File: config.mk
export PLATFORM = sky130hd
export DESIGN_NAME = imm_extend_stage
export DESIGN_NICKNAME = d
export VERILOG_FILES = /design/src/rtl/imm_pkg.sv /design/src/rtl/imm_decode.sv /design/src/rtl/imm_extend_stage.sv
export SDC_FILE = /design/constraint.sdc
export NUM_CORES = 1
export LEC_CHECK = 0
export BUFFER_PORTS_ARGS = -buffer_cell sky130_fd_sc_hd__buf_2
export CELL_PAD_IN_SITES_DETAIL_PLACEMENT = 1
export CELL_PAD_IN_SITES_GLOBAL_PLACEMENT = 1
export CORE_MARGIN = 10
export CORE_UTILIZATION = 36
export DETAILED_ROUTE_END_ITERATION = 8
export GPL_TIMING_DRIVEN = 0
export PLACE_DENSITY = 0.82
export SLEW_MARGIN = 20
export SYNTH_ARGS = -nofsm -noshare
export SYNTH_HDL_FRONTEND = slang
export SYNTH_SLANG_ARGS = --single-unit
File: constraint.sdc
create_clock -name clk -period 1.7 [get_ports clk]
set_clock_uncertainty 0.15 [all_clocks]
set_input_delay 0.085 -clock clk [delete_from_list [all_inputs] [get_ports clk]]
set_output_delay 0.085 -clock clk [all_outputs]
set_load 0.01 [all_outputs]
File: src/rtl/imm_pkg.sv
`default_nettype none
// ============================================================================
// Module      : imm_pkg
// Description : Immediate-format select encoding shared between the control
//               decoder and the immediate-generation stage.
//               No ports (package).
// Revision    : 1.0 - initial release
// ============================================================================
package imm_pkg;

  typedef logic [2:0] imm_src_t;

  localparam imm_src_t IMM_I   = 3'b000;  // loads, ALU-immediate, jalr
  localparam imm_src_t IMM_S   = 3'b001;  // stores
  localparam imm_src_t IMM_B   = 3'b010;  // conditional branches
  localparam imm_src_t IMM_J   = 3'b011;  // jal
  localparam imm_src_t IMM_U   = 3'b100;  // lui / auipc
  localparam imm_src_t IMM_Z   = 3'b101;  // CSR zimm
  localparam imm_src_t IMM_SH  = 3'b110;  // shift amount
  localparam imm_src_t IMM_RSV = 3'b111;  // reserved, flagged illegal

endpackage : imm_pkg
`default_nettype wire

File: src/rtl/imm_decode.sv
`default_nettype none
// ============================================================================
// Module      : imm_decode
// Description : Combinational immediate extraction and extension.
//   instr   in  25    instruction bits [31:7] (port bit i = instr bit i+7)
//   imm_src in  3     format select (imm_pkg encoding)
//   imm     out XLEN  extended immediate
//   illegal out 1     reserved select used
// Revision    : 1.0 - initial release
// ============================================================================
module imm_decode
  import imm_pkg::*;
#(
  parameter int XLEN = 32
) (
  input  logic [24:0]     instr,
  input  imm_src_t        imm_src,
  output logic [XLEN-1:0] imm,
  output logic            illegal
);

  // Index map used below: instruction bit k lives at instr[k-7].
  // The sized casts of $signed operands perform the sign extension to XLEN.
  always_comb begin
    imm     = '0;
    illegal = 1'b0;
    case (imm_src)
      IMM_I:  imm = XLEN'($signed(instr[24:13]));
      IMM_S:  imm = XLEN'($signed({instr[24:18], instr[4:0]}));
      IMM_B:  imm = XLEN'($signed({instr[24], instr[0], instr[23:18],
                                   instr[4:1], 1'b0}));
      IMM_J:  imm = XLEN'($signed({instr[24], instr[12:5], instr[13],
                                   instr[23:14], 1'b0}));
      IMM_U:  imm = XLEN'($signed({instr[24:5], 12'b0}));
      IMM_Z:  imm = XLEN'(instr[12:8]);
      IMM_SH: begin
        // RV64 shifts use a 6-bit shamt; RV32 only 5 bits.
        if (XLEN == 64) imm = XLEN'(instr[18:13]);
        else            imm = XLEN'(instr[17:13]);
      end
      default: illegal = 1'b1;
    endcase
  end

endmodule : imm_decode
`default_nettype wire

File: src/rtl/imm_extend_stage.sv
`default_nettype none
// ============================================================================
// Module      : imm_extend_stage
// Description : Registered immediate-generation pipeline stage with a
//               valid/ready handshake and a one-entry skid buffer.
//   clk, reset          clock, synchronous active-high reset
//   flush               drop all held beats and the beat offered this cycle
//   in_valid/in_ready   input handshake (in_ready is registered)
//   in_instr            instruction bits [31:7]
//   in_imm_src          immediate format select
//   in_tag              sideband tag passed through unchanged
//   out_valid/out_ready output handshake
//   out_imm/out_tag     extended immediate and its tag
//   out_illegal         beat used the reserved format select
// Revision    : 1.0 - initial release
// ============================================================================
module imm_extend_stage
  import imm_pkg::*;
#(
  parameter int XLEN  = 32,
  parameter int TAG_W = 32
) (
  input  logic             clk,
  input  logic             reset,
  input  logic             flush,
  input  logic             in_valid,
  output logic             in_ready,
  input  logic [24:0]      in_instr,
  input  imm_src_t         in_imm_src,
  input  logic [TAG_W-1:0] in_tag,
  output logic             out_valid,
  input  logic             out_ready,
  output logic [XLEN-1:0]  out_imm,
  output logic [TAG_W-1:0] out_tag,
  output logic             out_illegal
);

  logic [XLEN-1:0] dec_imm;
  logic            dec_illegal;

  imm_decode #(.XLEN(XLEN)) u_decode (
    .instr   (in_instr),
    .imm_src (in_imm_src),
    .imm     (dec_imm),
    .illegal (dec_illegal)
  );

  logic             main_valid_q, main_valid_d;
  logic [XLEN-1:0]  main_imm_q,   main_imm_d;
  logic [TAG_W-1:0] main_tag_q,   main_tag_d;
  logic             main_ill_q,   main_ill_d;
  logic             skid_valid_q, skid_valid_d;
  logic [XLEN-1:0]  skid_imm_q,   skid_imm_d;
  logic [TAG_W-1:0] skid_tag_q,   skid_tag_d;
  logic             skid_ill_q,   skid_ill_d;

  logic accept;
  logic drain;

  // in_ready comes straight from the skid flop, so it never depends
  // combinationally on out_ready.
  assign in_ready = !skid_valid_q;
  assign accept   = in_valid && in_ready;
  assign drain    = main_valid_q && out_ready;

  always_comb begin
    main_valid_d = main_valid_q;
    main_imm_d   = main_imm_q;
    main_tag_d   = main_tag_q;
    main_ill_d   = main_ill_q;
    skid_valid_d = skid_valid_q;
    skid_imm_d   = skid_imm_q;
    skid_tag_d   = skid_tag_q;
    skid_ill_d   = skid_ill_q;

    if (flush) begin
      main_valid_d = 1'b0;
      skid_valid_d = 1'b0;
    end else begin
      if (drain) begin
        if (skid_valid_q) begin
          main_valid_d = 1'b1;
          main_imm_d   = skid_imm_q;
          main_tag_d   = skid_tag_q;
          main_ill_d   = skid_ill_q;
          skid_valid_d = 1'b0;
        end else begin
          main_valid_d = 1'b0;
        end
      end
      // accept implies skid is empty, so it never races the skid->main move.
      if (accept) begin
        if (!main_valid_q || drain) begin
          main_valid_d = 1'b1;
          main_imm_d   = dec_imm;
          main_tag_d   = in_tag;
          main_ill_d   = dec_illegal;
        end else begin
          skid_valid_d = 1'b1;
          skid_imm_d   = dec_imm;
          skid_tag_d   = in_tag;
          skid_ill_d   = dec_illegal;
        end
      end
    end
  end

  always_ff @(posedge clk) begin
    if (reset) begin
      main_valid_q <= 1'b0;
      main_imm_q   <= '0;
      main_tag_q   <= '0;
      main_ill_q   <= 1'b0;
      skid_valid_q <= 1'b0;
      skid_imm_q   <= '0;
      skid_tag_q   <= '0;
      skid_ill_q   <= 1'b0;
    end else begin
      main_valid_q <= main_valid_d;
      main_imm_q   <= main_imm_d;
      main_tag_q   <= main_tag_d;
      main_ill_q   <= main_ill_d;
      skid_valid_q <= skid_valid_d;
      skid_imm_q   <= skid_imm_d;
      skid_tag_q   <= skid_tag_d;
      skid_ill_q   <= skid_ill_d;
    end
  end

  assign out_valid   = main_valid_q;
  assign out_imm     = main_imm_q;
  assign out_tag     = main_tag_q;
  assign out_illegal = main_ill_q;

endmodule : imm_extend_stage
`default_nettype wire

==> results.tsv <==
stage	metric	value	unit
synth	Synth cell types	47	
finish	sequential cell area	2650	µm²
die	core area	15200	µm²
placed_design	dpl cells	954	
global_route	largest net degree at the start of global routing	17	
synth	Synth Flop Type	dfxtp_1	
setup_path	end of the critical path	out_tag[14]$_SDFFE_PP0N_	
synth	asr flop ratio synth	0	%
route	WL final	27.7	mm
synth	Avg Cell Area, Syn	8.77	µm²
clock_network	CTS tree	done	
power	static leakage	3.32	nW
finish	final core utilization	55.7	%
sta	Hold Vio Cnt, Final	0	
setup_path	crit path from	out_valid$_SDFF_PP0_	
setup_path	RR Endpoint	out_tag[14]$_SDFFE_PP0N_	
sta	post-route setup slack	-268	ps
synth	Synth Register Bits	132	
route	drt first pass iters	5	
clock_network	Num Clock Sinks	132	
clock_network	H-tree depth	4	
clock_network	clk root buf	clkbuf_16	
die	Die Ht	145	µm
die	I/O pins	132	
setup_path	Required @ worst endpoint	1890	ps
min_path	Hold Path Class	primary input to flop	
clock_network	clk_lat worst skew	440	ps
sta	relative slew slack	32.8	%
setup_path	Worst Path Max Fanout	5	
power	power per cell area	1030	nW/µm²
synth	YS warnings	0	
setup_path	element type at the critical path end	flop	
placed_design	port bufs	129	
sta	f_max	0.508	GHz
setup_path	Crit path arrival time	2160	ps
synth	Post-Syn Area	5590	µm²
setup_path	Worst R2R Path Depth	8	
setup_path	crit start category	flop	
clock_network	TritonCTS Buffers	17	
status	status	finished, violations left	
global_route	number of global-route vias before repair	6669	
route	antenna-violating nets left	0	
finish	share of cells above drive strength 1	35.1	%
global_route	grt ovf	0	
route	vias	6510	
status	failing checks	setup timing	
finish	fillers	1718	
flow_run	max-capacitance violation count	0	
die	die area	20900	µm²
die	row cnt	45	
synth	post-synthesis sequential area ratio	47.3	%
route	# DRC	0	
placed_design	GPL Wtd Cong	0.820	
finish	area of the multi-input gates	3080	µm²
route	Vias/cell	6.16	
finish	Nets	917	
sta	Setup Viol. Count Final	114	
setup_path	internal reg-to-reg setup slack	-270	ps
route	initial detailed-routing violation count	641	
synth	Post-synth EDFFs	0	
sta	Final Cycle Share	116	%
die	overall die width	145	µm
finish	Finished Layout Cells	1057	
synth	Post-Syn Instances	637	
clock_network	Clock Path Buffers	2	
clock_network	Worst-path clk slew	70	ps
global_route	first-pass GRT wire length	37.3	mm
power	Max rail drop VDD	0.926	mV
global_route	Tot GR Track Use	23.1	%
sta	setup TNS	-14030	ps
synth	post-synth net total	702	
sta	RSZ-0062 raised after global routing	true	
finish	commonest non-fill, non-tap cell in the layout	buf_2	
sta	Tmin final	1970	ps
placed_design	dpl hpwl	14.7	mm
sta	Slew Limit Fails	0	
global_route	initial antenna violation count	2	
finish	layout overhead on the synthesized area	51.6	%
setup_path	Reg2Reg Launch Point	out_valid$_SDFF_PP0_	
sta	Worst-Margin Slew	1010	ps
die	Starting Density	36.8	%
route	drt wl/cell	26.2	µm
setup_path	CP Class	flop to flop	
finish	commonest cells after routing, fill and taps aside	buf_2 (134), dfxtp_1 (130), nand2_1 (92)	
==> metal layers <==
metal	up-vias	wire [µm]	global-route usage [%]
met3	150	1960	5.97
met4	0	1810	12.1
met5	-	0	0
met2	417	13500	39.5
li1	2763	-	-
met1	3180	10400	25.9
==> layout make-up <==
class                   instances  area share (%)
multi-input cells             435            36.3
flip-flops and latches        132            31.3
repair buffers                203            16.8
diodes                          4           0.118
clock buffers                  19            5.23
plain buffers                  52            4.36
clock inverters                13            2.70
inverters                      11           0.487
well taps                     188            2.78
==> critical path: stages, from the launching register on <==
cell and delay, ps:
dfxtp_4 360, and2b_4 190, buf_6 140, nor3_4 310
buf_6 160, buf_6 130, buf_12 130, nor2_1 50
a211oi_1 240
==> worst min path at each step <==
stage,startpoint,to,slack (ps),depth (start not counted)
final,in_instr[16],skid_imm_q[23]$_SDFFE_PP0P_,0.6,4
after detailed placement,out_ready,skid_valid_q$_SDFF_PP0_,200,2
after global routing,in_instr[16],skid_imm_q[23]$_SDFFE_PP0P_,10,4
after CTS,in_instr[24],skid_imm_q[11]$_SDFFE_PP0P_,9,4
after floorplan,out_ready,skid_valid_q$_SDFF_PP0_,20,1
after global placement,out_ready,skid_valid_q$_SDFF_PP0_,180,2
==> synthesized netlist by cell type (8+ instances only) <==
cell       instances  share of area (%)
a211oi_1          18                2.4
dfxtp_1          132                 47
a32o_1             8                1.4
nor3_1             8               0.72
nor2_1            47                3.2
clkbuf_1          40                2.7
inv_1             11               0.74
o2bb2ai_1         31                4.9
mux2i_1            8                1.4
nand2_1           93                6.2
o21ai_0           12                1.1
buf_1              9               0.60
o22ai_1            9                1.0
nor2b_1            8               0.90
a21oi_1           72                6.4
a22oi_1           39                5.2
a221o_1            8                1.4
==> what timing repair did <==
action                     4_1_cts  5_1_grt
resized for setup               93       88
gates cloned                     1        2
pin swaps                       21       12
setup endpoints to repair      131      124
hold endpoints to repair        90        0
setup buffers                   16       10
hold buffers                    46        0
==> cells by family after synthesis <==
logic type      count (synthesis)  share of synthesized area, %
flops                         132                          47.3
compound gates                230                          29.7
simple gates                  193                          15.5
buf+inv                        70                          5.26
mux                            11                          2.04
xor+xnor                        1                         0.157
==> flip-flops by register name, indices dropped and copies added (netlist names) <==
signal / count
out_illegal: 1
out_imm: 32
out_tag: 32
out_valid: 1
skid_ill_q: 1
skid_imm_q: 32
skid_tag_q: 32
skid_valid_q: 1
==> per-stage QoR <==
step | hold slack [ps] | cell area [µm²] | setup slack, ps | total power, W
floorplan | 23.1 | 5600 | -102 | 0.00374
global placement | 178 | 6480 | -546 | 0.00408
detailed placement | 196 | 6480 | -550 | 0.00409
CTS | 9.41 | 8000 | -162 | 0.00846
global route | 11.1 | 8470 | -253 | 0.00892
finish | 0.596 | 8470 | -268 | 0.00874
==> power by group <==
group	switching [W]	internal, W
logic	0.000671	0.000494
clock network	0.00153	0.00279
registers	0.0000704	0.00318
total	0.00227	0.00647
(Power assumes the default switching activity.)
